### src/rtl/led_matrix_scan_driver.sv
// LED dot-matrix scan driver: double-buffered row store fed over valid/ready,
// multiplexed onto the panel one row at a time with per-row blanking.
module led_matrix_scan_driver #(
  parameter int unsigned ROWS     = 7,
  parameter int unsigned COLS     = 5,
  parameter int unsigned PRESCALE = 50000,
  parameter int unsigned BLANK    = 2
) (
  input  logic            clk,
  input  logic            reset_n,
  input  logic [COLS-1:0] in_data,
  input  logic            in_valid,
  input  logic            in_sof,
  output logic            in_ready,
  output logic [COLS-1:0] col_out,
  output logic [ROWS-1:0] row_sel_n,
  output logic            frame_tick,
  output logic            sync_err
);

  localparam int unsigned RowW = (ROWS > 1) ? $clog2(ROWS) : 1;
  localparam int unsigned PreW = $clog2(PRESCALE);

  localparam logic [RowW-1:0] LastRow  = RowW'(ROWS - 1);
  localparam logic [PreW-1:0] LastPre  = PreW'(PRESCALE - 1);
  localparam logic [PreW-1:0] BlankCnt = PreW'(BLANK);

  logic [COLS-1:0] back_q  [ROWS];
  logic [COLS-1:0] back_d  [ROWS];
  logic [COLS-1:0] front_q [ROWS];
  logic [COLS-1:0] front_d [ROWS];

  logic [RowW-1:0] wr_ptr_q, wr_ptr_d;
  logic            pending_q, pending_d;
  logic [RowW-1:0] scan_row_q, scan_row_d;
  logic [PreW-1:0] pre_cnt_q, pre_cnt_d;

  logic [COLS-1:0] col_out_q, col_out_d;
  logic [ROWS-1:0] row_sel_n_q, row_sel_n_d;
  logic            frame_tick_q, frame_tick_d;
  logic            sync_err_q, sync_err_d;

  logic accept;
  logic wrap_row;
  logic wrap_frame;

  // A completed frame blocks the write side until it has been swapped to the front.
  assign in_ready   = ~pending_q;
  assign col_out    = col_out_q;
  assign row_sel_n  = row_sel_n_q;
  assign frame_tick = frame_tick_q;
  assign sync_err   = sync_err_q;

  // Next-state for scan timing, buffer swap, write side and registered panel outputs.
  always_comb begin
    back_d       = back_q;
    front_d      = front_q;
    wr_ptr_d     = wr_ptr_q;
    pending_d    = pending_q;
    scan_row_d   = scan_row_q;
    pre_cnt_d    = pre_cnt_q;
    sync_err_d   = 1'b0;

    accept     = in_valid && !pending_q;
    wrap_row   = (pre_cnt_q == LastPre);
    wrap_frame = wrap_row && (scan_row_q == LastRow);

    if (wrap_row) begin
      pre_cnt_d  = '0;
      scan_row_d = wrap_frame ? '0 : scan_row_q + 1'b1;
    end else begin
      pre_cnt_d  = pre_cnt_q + 1'b1;
    end

    // Swap uses the pre-edge pending flag, so a frame finishing on the wrap edge waits a frame.
    if (wrap_frame && pending_q) begin
      front_d   = back_q;
      pending_d = 1'b0;
    end

    if (accept) begin
      if (in_sof) begin
        back_d[0]  = in_data;
        wr_ptr_d   = RowW'(1);
        sync_err_d = (wr_ptr_q != '0);
      end else if (wr_ptr_q == '0) begin
        sync_err_d = 1'b1;
      end else begin
        back_d[wr_ptr_q] = in_data;
        if (wr_ptr_q == LastRow) begin
          wr_ptr_d  = '0;
          pending_d = 1'b1;
        end else begin
          wr_ptr_d  = wr_ptr_q + 1'b1;
        end
      end
    end

    row_sel_n_d  = ~(ROWS'(1) << scan_row_q);
    col_out_d    = (pre_cnt_q < BlankCnt) ? '0 : front_q[scan_row_q];
    frame_tick_d = wrap_frame;
  end

  // State and output registers with asynchronous clear.
  always_ff @(posedge clk or negedge reset_n) begin
    if (!reset_n) begin
      back_q       <= '{default: '0};
      front_q      <= '{default: '0};
      wr_ptr_q     <= '0;
      pending_q    <= 1'b0;
      scan_row_q   <= '0;
      pre_cnt_q    <= '0;
      col_out_q    <= '0;
      row_sel_n_q  <= '1;
      frame_tick_q <= 1'b0;
      sync_err_q   <= 1'b0;
    end else begin
      back_q       <= back_d;
      front_q      <= front_d;
      wr_ptr_q     <= wr_ptr_d;
      pending_q    <= pending_d;
      scan_row_q   <= scan_row_d;
      pre_cnt_q    <= pre_cnt_d;
      col_out_q    <= col_out_d;
      row_sel_n_q  <= row_sel_n_d;
      frame_tick_q <= frame_tick_d;
      sync_err_q   <= sync_err_d;
    end
  end

endmodule

### config.mk
export PLATFORM = sky130hd
export DESIGN_NAME = led_matrix_scan_driver
export DESIGN_NICKNAME = d
export VERILOG_FILES = /design/src/rtl/led_matrix_scan_driver.sv
export SDC_FILE = /design/constraint.sdc
export NUM_CORES = 1
export LEC_CHECK = 0
export CAP_MARGIN = 0
export CORE_ASPECT_RATIO = 0.9
export CORE_MARGIN = 2
export CORE_UTILIZATION = 25
export DETAILED_ROUTE_END_ITERATION = 6
export DONT_BUFFER_PORTS = 1
export HOLD_SLACK_MARGIN = 0.02
export SYNTH_ARGS = -nofsm -noshare
export SYNTH_HDL_FRONTEND = slang
export SYNTH_SLANG_ARGS = --single-unit
### constraint.sdc
create_clock -name clk -period 2.8 [get_ports clk]
set_clock_uncertainty 0.05 [all_clocks]
set_input_delay 0.84 -clock clk [delete_from_list [all_inputs] [get_ports clk]]
set_output_delay 0.84 -clock clk [all_outputs]
set_load 0.02 [all_outputs]
# [Word-level counts from Yosys, hierarchy flattened]
# Index checks and enable logic that the tools add are counted.
[classes] n_addsub=3 n_lt_le_gt_ge=4 n_eq_ne=4 shifts=1 n_mux=22 bitwise_logic=6 reduce_logical=9
[ops] operator="$bwmux W35" n=1
[ops] operator="$mux W35" n=1
[ops] operator="$mux W5" n=5
[ops] operator="$add A16 B1 Y16 const B" n=1
[ops] operator="$eq A16 B16 Y1 const B" n=1
[ops] operator="$lt A16 B2 Y1 const B" n=1
[ops] operator="$mux W16" n=1
[ops] operator="$bmux W5 S3" n=1
[ops] operator="$demux W5 S3" n=1
[ops] operator="$mux W3" n=4
[ops] operator="$ge A4 B4 Y1 const B" n=2
[ops] operator="$mux W1" n=8
[ops] operator="$not A3 Y4" n=2
[ops] operator="$not A7 Y7" n=1
[ops] operator="$shl A1 B3 Y7 const A" n=1
[ops] operator="$add A3 B1 Y3 const B" n=2
[ops] operator="$eq A3 B3 Y1 const B" n=2
[ops] operator="$logic_and A1 B1 Y1" n=4
[ops] operator="$lt A4 B1 Y1 const B" n=1
[ops] operator="$logic_not A3 Y1" n=1
[ops] operator="$not A1 Y1" n=3
[ops] operator="$reduce_and A3 Y1" n=1
[ops] operator="$reduce_bool A3 Y1" n=1
[ops] operator="$ne A2 B2 Y1 const B" n=1
[ops] operator="2 further kinds" n=2
[word_totals] ff_bits=107 input_bits=9 wordCells=71

# [Longest topological paths before layout]
# Gate-level depths: netlist of the first run.
[depth] ltp_word=8 ltp_mapped=9 depth_no_buf=8

# [Worst setup path after synthesis of the first run]
# Ideal clock, no wire load.
[synth_timing] path_kind="in2reg" from="in in_sof" to="reg back_q[30] (netlist name)" setup_ns=0.143 arrival_time_ns=2.308 t_required_ns=2.607 path_slack_ns=0.298 stages=7 cell_sequence="clkbuf_1 inv_1 ha_1 nor3b_1 o21ai_1 nand2_1 o21ai_0"
[synth_between] elab_chain_len=2
[synth_lines] element="from (decl)" line="13" source="input logic in_sof,"
[synth_lines] element="$ne A2 B2 Y1 (no source line)"
[synth_lines] element="$reduce_and A2 Y1 (no source line)"
[synth_lines] element="to (signal assigned)" line="118" source="back_q <= back_d;"
[synth_lines] element="to (decl)" line="28" source="logic [COLS-1:0] back_q [ROWS];"
# Parallel ways exist; a longest one is shown, timed or not.
# A chain may end at the register's enable or synchronous reset.

# [Worst setup path in the final report of the first run]
[layout_timing] from="reg pre_cnt_q[0]" to="reg front_q[34] (netlist name)"
[layout_between] elab_chain_len=3
[layout_lines] element="from (decl)" line="36" source="logic [PreW-1:0] pre_cnt_q, pre_cnt_d;"
[layout_lines] element="from (signal assigned)" line="123" source="pre_cnt_q <= pre_cnt_d;"
[layout_lines] element="$eq A16 B16 Y1" line="65" source="wrap_row = (pre_cnt_q == LastPre);"
[layout_lines] element="$logic_and A1 B1 Y1" line="66" source="wrap_frame = wrap_row && (scan_row_q == LastRow);"
[layout_lines] element="$logic_and A1 B1 Y1" line="76" source="if (wrap_frame && pending_q) begin"
[layout_lines] element="to (signal assigned)" line="119" source="front_q <= front_d;"
[layout_lines] element="to (decl)" line="30" source="logic [COLS-1:0] front_q [ROWS];"
# Every way passes these cells.

==> out/qor.csv, run 1 <==
metric;value;unit
Vias/cell;4.38;
CTS tree;yes;
CP Capture Type;register;
max-slew violations;0;
r2r setup slk;640;ps
pin count of the biggest net entering global routing;108;
fin area;0.00523;sq mm
Post-CTS Setup Inserts;0;
Initial DRC Count;201;
DIE WIDTH;147;um
placement-stage cell area;0.00493;sq mm
CP Max Fanout;35;
FF+latch count, synth;107;
number of synthesized flops with an enable pin;0;
post-cts sizing count;0;
Reg clk slew, reported paths;70;ps
Clock Latency Late Sink;350;ps
RSZ-0062 raised after global routing;no;
r2r startpoint;pre_cnt_q[0];
Final nets;374;
yosys warns;0;
R2R depth;6;
Rel. slew slack;60.4;%
die area;0.0196;sq mm
Synth cell types;39;
gr ovfl total;0;
Final GP Congestion;0.773;
crit path kind;reg -> reg;
ANT cells;0;
pre-CTS setup slack;588;ps
Min-Delay Path Class;in -> async;
Crit path required time;2990;ps
global-route wire length before repair;15.7;mm
Top FF cell, synth;dfrtp_1;
final critical-path setup slack;637;ps
Peak VDD IR;0.246;mV
Max-Cap Viols;0;
Std-Cell Rows;47;
die height;133;um
DR pass1 iterations;4;
Avg Cell Area, Syn;13.2;sq um
Initial Util;25.3;%
setup violators final;0;
clock root buffer master;clkbuf_16;
Largest stage delay, worst path;390;ps
Achievable Freq;0.462;GHz
fraction of layout cells with a size suffix above 1;30.4;%
Post-Syn Area;0.00461;sq mm
Layout area overhead;13.3;%
Placeable Area;0.0182;sq mm
Clock Path Buffers;2;
slew at the pin closest to its max-slew limit;591;ps
crit path time final;2160;ps
LEAKAGE;2.41;nW
# DRC;0;
Hold Fails Final Rpt;0;
Antenna Nets Post-Route;0;
# hold bufs at CTS;0;
vias in the first global route;2679;
run status;finished clean;
Final period util;77.3;%
Post-Syn Instances;349;
# IOs;24;
crit-path cells;ha_1 -> and4_1 -> nand4_2 -> nor3_4 -> buf_12 -> mux2_2;
final hold slack;129;ps
Port Buffers;0;
slowest CP cell;dfrtp_1;
setup TNS after final layout;0;ps
CTS sink cnt;107;
Fill cells;1858;
post-synth net total;366;
Tot GR Track Use;10.5;%
pwr/cell area;547;mW/mm^2
reg-to-reg endpoint;front_q[34];
DR WL/cell;15.4;um
DR vias;2657;
fraction of registers with async set/reset;100;%
crit start category;register;
H-tree depth;3;
WL final;9.32;mm
Seq/Total Area, Yosys;58.2;%
CP arrival;2350;ps
initial antenna violation count;0;
DP HPWL;6.39;mm
CTS Buf Count;9;
stage by stage:
step,power [mW],instances,util [%]
after floorplan,1.61,349,-
after global placement,1.61,591,27.0
after detailed placement,1.61,591,27.0
after CTS,2.90,607,28.7
after global routing,2.98,607,28.7
final,2.86,607,28.7
layout by cell type, fill, tap and decap left out, types with 7 or more instances in the layout:
cell type / n
xnor2_1: 11
dfstp_2: 7
inv_1: 11
nor2_1: 25
nand3_1: 7
ha_1: 8
o21ai_0: 9
nor3_1: 10
clkbuf_16: 9
buf_4: 8
mux2_4: 10
dfrtp_1: 100
nand4_1: 8
mux2_2: 58
nand2_1: 27
area by class of cell:
class,count,area (sq um),share of cell area (%)
sequential,107,2690,51.4
clock inverter,7,75.1,1.44
tap,245,307,5.86
inverter,13,48.8,0.933
multi-input combinational,217,1810,34.5
timing repair buffer,9,80.1,1.53
clock buffer,9,225,4.31
worst max-delay path by stage:
stage | startpoint | endpoint | slack, ps | cells after the start
6_report | pre_cnt_q[0] | front_q[34] | 640 | 6
5_1_grt | pre_cnt_q[0] | front_q[20] | 470 | 6
4_1_cts | pre_cnt_q[0] | front_q[2] | 620 | 6
3_5_place_dp | in_sof | back_q[21] | 590 | 4
3_3_place_gp | in_valid | back_q[15] | 670 | 5
2_1_floorplan | in_sof | back_q[30] | 300 | 7
flip-flops by register name, indices dropped and copies added (netlist names):
register    cells
row_sel_n       7
col_out         5
back_q         35
scan_row_q      3
sync_err        1
frame_tick      1
pending_q       1
wr_ptr_q        3
pre_cnt_q      16
front_q        35
per-layer routing:
layer  GRT usage, %  wire length, um  vias to the layer above
met5              0                0                        -
li1               -                -                     1247
met1           14.6             4430                     1348
met4           2.08               96                        0
met2           15.2             4160                       53
met3           4.52              630                        9
critical path, delay by kind of cell (launching register included):
| kind | cells | cell delay (ps) |
|---|---|---|
| AND/OR/NAND/NOR | 3 | 710 |
| flip-flops | 1 | 390 |
| multiplexers | 1 | 360 |
| buffers and inverters | 1 | 260 |
| adder cells (fa/ha/maj) | 1 | 250 |
Yosys cell counts, drive strengths merged (3+ instances only):
| cell | n | area, sq um |
|---|---|---|
| nand2 | 27 | 101 |
| and3 | 3 | 18.8 |
| nand4 | 9 | 62.6 |
| dfstp | 7 | 184 |
| mux2 | 70 | 826 |
| nor3 | 11 | 66.3 |
| a21oi | 3 | 15.0 |
| buf | 7 | 52.5 |
| nor2 | 25 | 93.8 |
| clkbuf | 5 | 20.0 |
| ha | 8 | 100 |
| inv | 11 | 41.3 |
| o21ai | 10 | 50.0 |
| xnor2 | 11 | 96.3 |
| a221oi | 5 | 43.8 |
| mux4 | 5 | 113 |
| dfrtp | 100 | 2500 |
| nand3 | 7 | 35.0 |
| nor4 | 7 | 65.1 |
| xor2 | 3 | 26.3 |
power breakdown:
group | switching [mW] | internal (mW)
clock network | 0.577 | 0.698
logic | 0.0101 | 0.00983
registers | 0.0104 | 1.55
kinds of logic (layout without fill, tap and decap cells):
group	Yosys count	count (layout)	synth area share, %
adder cells (fa/ha/maj)	8	8	2.17
AND/OR/NAND/NOR	99	99	11.2
multiplexers	75	75	20.3
AO/OA/AOI/OAI	21	21	2.77
buffers and inverters	25	38	2.63
XOR/XNOR	14	14	2.66
flip-flops	107	107	58.2
No activity file was read; power rests on OpenSTA's default activity.
==> run 2: changes to the inputs <==
Clock period 2.8 ns to 2.21 ns, I/O delays scaled along.
==> out/qor.csv, run 2 (synthesized netlist as in run 1, its figures left out) <==
metric;value;unit;change
Setup crit start;pre_cnt_q[1];;was pre_cnt_q[0]
Final GP Congestion;0.763;;was 0.773
run status;finished, violations left;;was finished clean
die area;0.0196;sq mm;unchanged
M3 GR Usage;3.79;%;was 4.52%
Layout area overhead;15.0;%;was 13.3%
crit path kind;reg -> reg;;unchanged
Reg clk slew, reported paths;70;ps;about the same
Clock Path Buffers;2;;unchanged
setup TNS after final layout;0;ps;unchanged
CP Capture Type;register;;unchanged
most frequent cells in the layout;dfrtp_1 (100), mux2_2 (58), nand2_1 (27);;unchanged
Total Power;3.61;mW;was 2.86 mW
CP arrival;2260;ps;was 2350 ps
global-route wire length before repair;15.7;mm;about the same
Peak VDD IR;0.310;mV;was 0.246 mV
crit-path cells;ha_1 -> and4_1 -> nand4_2 -> nor3_4 -> buf_4 -> clkbuf_16 -> mux2_2;;was ha_1 -> and4_1 -> nand4_2 -> nor3_4 -> buf_12 -> mux2_2
CP Max Fanout;9;;was 35
DR vias;2693;;was 2657
final hold slack;-34.7;ps;was 129 ps
WL final;9.49;mm;was 9.32 mm
Top Usage Layer GRT;met2;;unchanged
LEAKAGE;2.46;nW;was 2.41 nW
Min-Delay Path Class;in -> async;;unchanged
CTS Buf Count;9;;unchanged
Multi-input gate area;0.00182;sq mm;was 0.00181 sq mm
Vias/cell;4.39;;was 4.38
r2r setup slk;130;ps;was 640 ps
Tot GR Track Use;10.4;%;was 10.5%
WP buf/inv;2;;was 1
GR Layer Usage met1;14.1;%;was 14.6%
Fill cells;1857;;was 1858
DP HPWL;6.32;mm;was 6.39 mm
Achievable Freq;0.481;GHz;was 0.462 GHz
fin util;29.1;%;was 28.7%
pwr/cell area;681;mW/mm^2;was 547 mW/mm^2
pin count of the biggest net entering global routing;108;;unchanged
Rel. slew slack;63.8;%;was 60.4%
slowest CP cell;dfrtp_1;;unchanged
crit start category;register;;unchanged
die height;133;um;unchanged
max-slew violations;0;;unchanged
CTS tree;yes;;unchanged
pre-CTS setup slack;122;ps;was 588 ps
# DRC;0;;unchanged
Final period util;94.0;%;was 77.3%
fraction of layout cells with a size suffix above 1;31.7;%;was 30.4%
H-tree depth;3;;unchanged
R2R depth;7;;was 6
fin area;0.00531;sq mm;was 0.00523 sq mm
clock root buffer master;clkbuf_16;;unchanged
Initial DRC Count;187;;was 201
Crit path required time;2400;ps;was 2990 ps
reg-to-reg endpoint;front_q[1];;was front_q[34]
ANT cells;0;;unchanged
Max-Cap Viols;0;;unchanged
Inst Count DP;594;;was 591
DR pass1 iterations;4;;unchanged
Largest stage delay, worst path;420;ps;was 390 ps
Hold Fails Final Rpt;100;;was 0
met2 Track Usage GR;15.5;%;was 15.2%
Antenna Nets Post-Route;0;;unchanged
Final Non-Filler Cells;614;;was 607
r2r startpoint;pre_cnt_q[1];;was pre_cnt_q[0]
Placeable Area;0.0182;sq mm;unchanged
gr ovfl total;0;;unchanged
Port Buffers;0;;unchanged
crit-path leading delay family;simple AND/OR/NAND/NOR gates;;unchanged
Initial Util;25.3;%;unchanged
# IOs;24;;unchanged
Std-Cell Rows;47;;unchanged
DIE WIDTH;147;um;unchanged
FF/Latch Area;0.00269;sq mm;unchanged
slew at the pin closest to its max-slew limit;538;ps;was 591 ps
RSZ-0062 raised after global routing;no;;unchanged
setup violators final;0;;unchanged
initial antenna violation count;0;;unchanged
crit path time final;2080;ps;was 2160 ps
failing checks;negative hold slack;;
CTS sink cnt;107;;unchanged
largest registers;back_q x35, front_q x35, pre_cnt_q x16;;unchanged
most common cell after layout, fill and taps aside;dfrtp_1;;unchanged
DR WL/cell;15.5;um;was 15.4 um
vias in the first global route;2765;;was 2679
post-cts sizing count;0;;unchanged
Final nets;381;;was 374
Clock Latency Late Sink;350;ps;about the same
placement-stage cell area;0.00496;sq mm;was 0.00493 sq mm
final critical-path setup slack;132;ps;was 637 ps
## run 2: cell types whose count changed in the layout (fill, tap and decap cells not counted), moves of 2 or more
cell        delta
nor3b_1        -2
nor3b_2        +2
clkinvlp_4     -3
clkbuf_1       +2
buf_4          +5
## run 2: power breakdown
group / switching [mW] / internal [mW]
clock: 0.697 / 0.911
sequential: 0.0121 / 1.97
combinational: 0.0135 / 0.0126
## run 2: routing by layer
| metal | vias to the layer above | routed length, um |
|---|---|---|
| met1 | 1382 | 4530 |
| met4 | 0 | 91 |
| met3 | 4 | 510 |
| met2 | 52 | 4360 |
| met5 | - | 0 |
| li1 | 1255 | - |
## run 2: cell type report
cell class | count | share of cell area [%]
Tap cell | 245 | 5.78
Clock inverter | 4 | 0.920
Multi-Input combinational cell | 217 | 34.2
Clock buffer | 12 | 4.65
Sequential cell | 107 | 50.6
Inverter | 13 | 0.920
Timing Repair Buffer | 16 | 2.90
## run 2: how the worst max path moves through the flow
| stage | endpoint | slack (ps) | depth (start not counted) |
|---|---|---|---|
| floorplan | back_q[0] | 2 | 6 |
| global placement | back_q[7] | 160 | 5 |
| detailed placement | front_q[8] | 120 | 6 |
| CTS | front_q[18] | 70 | 6 |
| global route | front_q[9] | 20 | 7 |
| finish | front_q[1] | 130 | 7 |
## run 2: worst reg2reg max path, cell delays in order, from the launching register on
cell and delay (ps):
dfrtp_1 420, ha_1 270, and4_1 240, nand4_2 160, nor3_4 160, buf_4 170
clkbuf_16 170, mux2_2 330
## run 2: what timing repair did
item | CTS | global route
setup buffers | 0 | 2
endpoints found under the setup margin | 0 | 35
endpoints found under the hold margin | 100 | 100
==> run 3: changes to the inputs <==
Settings changed: CORE_MARGIN 2 to 4, MAX_ROUTING_LAYER from default to met4.
==> out/qor.csv, run 3 (synthesized netlist as in run 1, its figures left out) <==
metric;value;unit;change
CTS tree;yes;;unchanged
Tot GR Track Use;9.99;%;was 10.4%
Achievable Freq;0.488;GHz;was 0.481 GHz
slowest CP cell;dfrtp_1;;unchanged
crit-path cells;ha_1 -> and4_1 -> nand4_2 -> nor3_4 -> buf_12 -> mux2_2;;was ha_1 -> and4_1 -> nand4_2 -> nor3_4 -> buf_4 -> clkbuf_16 -> mux2_2
Fill cells;1827;;was 1857
WL final;9.31;mm;was 9.49 mm
CP Max Fanout;35;;was 9
DR WL/cell;15.4;um;was 15.5 um
crit start category;register;;unchanged
setup violators final;0;;unchanged
DR vias;2668;;was 2693
LEAKAGE;2.42;nW;was 2.46 nW
Layout area overhead;13.3;%;was 15.0%
Crit path required time;2390;ps;was 2400 ps
Clock Latency Late Sink;350;ps;about the same
pwr/cell area;661;mW/mm^2;was 681 mW/mm^2
Final GP Congestion;0.786;;was 0.763
run status;finished, violations left;;unchanged
Final period util;92.8;%;was 94.0%
failing checks;negative hold slack;;unchanged
Peak VDD IR;0.398;mV;was 0.310 mV
Std-Cell Rows;46;;was 47
CTS sink cnt;107;;unchanged
pre-CTS setup slack;136;ps;was 122 ps
FF/Latch Area;0.00269;sq mm;unchanged
RSZ-0062 raised after global routing;no;;unchanged
die area;0.0207;sq mm;was 0.0196 sq mm
# DRC;0;;unchanged
Port Buffers;0;;unchanged
Rel. slew slack;61.5;%;was 63.8%
CP arrival;2230;ps;was 2260 ps
fin util;29.3;%;was 29.1%
Max-Cap Viols;0;;unchanged
final critical-path setup slack;159;ps;was 132 ps
die height;137;um;was 133 um
Vias/cell;4.41;;was 4.39
initial antenna violation count;0;;unchanged
most common cell after layout, fill and taps aside;dfrtp_1;;unchanged
crit path kind;reg -> reg;;unchanged
Reg clk slew, reported paths;70;ps;about the same
ANT cells;0;;unchanged
most frequent cells in the layout;dfrtp_1 (100), mux2_2 (58), nand2_1 (27);;unchanged
setup TNS after final layout;0;ps;unchanged
Final nets;379;;was 381
Min-Delay Path Class;in -> async;;unchanged
max-slew violations;0;;unchanged
DIE WIDTH;151;um;was 147 um
Antenna Nets Post-Route;0;;unchanged
fraction of layout cells with a size suffix above 1;31.5;%;was 31.7%
# IOs;24;;unchanged
Placeable Area;0.0178;sq mm;was 0.0182 sq mm
Multi-input gate area;0.00182;sq mm;unchanged
Initial DRC Count;131;;was 187
gr ovfl total;0;;unchanged
crit path time final;2050;ps;was 2080 ps
global-route wire length before repair;15.3;mm;was 15.7 mm
DR pass1 iterations;4;;unchanged
Hold Fails Final Rpt;100;;unchanged
post-cts sizing count;0;;unchanged
largest registers;back_q x35, front_q x35, pre_cnt_q x16;;unchanged
Clock Path Buffers;2;;unchanged
Initial Util;25.9;%;was 25.3%
slew at the pin closest to its max-slew limit;573;ps;was 538 ps
CP Capture Type;register;;unchanged
clock root buffer master;clkbuf_16;;unchanged
H-tree depth;3;;unchanged
Largest stage delay, worst path;400;ps;was 420 ps
DP HPWL;6.44;mm;was 6.32 mm
final hold slack;-40.7;ps;was -34.7 ps
vias in the first global route;2780;;was 2765
CTS Buf Count;9;;unchanged
pin count of the biggest net entering global routing;108;;unchanged
## run 3: per-stage QoR
step | std cells | area, sq um | total power, mW
finish | 605 | 5230 | 3.45
global route | 605 | 5230 | 3.60
CTS | 605 | 5230 | 3.50
detailed placement | 591 | 4970 | 2.04
global placement | 591 | 4970 | 2.04
floorplan | 349 | 4620 | 2.04
## run 3: area by class of cell
class	instances	area share [%]
clock buffers	9	4.31
repair buffers	14	2.25
clock inverters	5	0.599
flip-flops and latches	107	51.4
well taps	240	5.75
multi-input cells	217	34.7
inverters	13	0.934
## run 3: final timing paths
kind / start / cells after the start / slack (ps) / to
min reg2reg: pre_cnt_q[0] / 1 / 430 / pre_cnt_q[0]
max: pre_cnt_q[1] / 6 / 160 / front_q[20]
max reg2reg: pre_cnt_q[1] / 6 / 160 / front_q[20]
max in group asynchronous: reset_n / 0 / 1910 / row_sel_n[3]
min in group clk: in_sof / 1 / 350 / wr_ptr_q[2]
min: reset_n / 0 / -40 / front_q[3]
## run 3: worst max-delay path, delay by kind of cell (launching register included)
| family | cells | cell delay [ps] |
|---|---|---|
| buffers and inverters | 1 | 270 |
| muxes | 1 | 370 |
| adders and majority gates | 1 | 250 |
| DFF | 1 | 400 |
| and+or+nand+nor | 3 | 590 |
## run 3: power breakdown
part	internal [mW]	switching (mW)
clock network	0.749	0.698
logic	0.0126	0.0139
registers	1.97	0.0126
total	2.73	0.724
## run 3: layer usage
metal | global-route usage [%] | vias up | part of all wire [%]
li1 | - | 1255 | -
met1 | 13.1 | 1373 | 49
met2 | 14.5 | 28 | 46
met3 | 3.71 | 12 | 4.1
met4 | 2.72 | 0 | 1.2
met5 | - | - | 0
## run 3: what timing repair did
item / CTS / global route
buffers inserted: 0 / 0
endpoints found under the hold margin: 100 / 100
setup endpoints to repair: 0 / 0
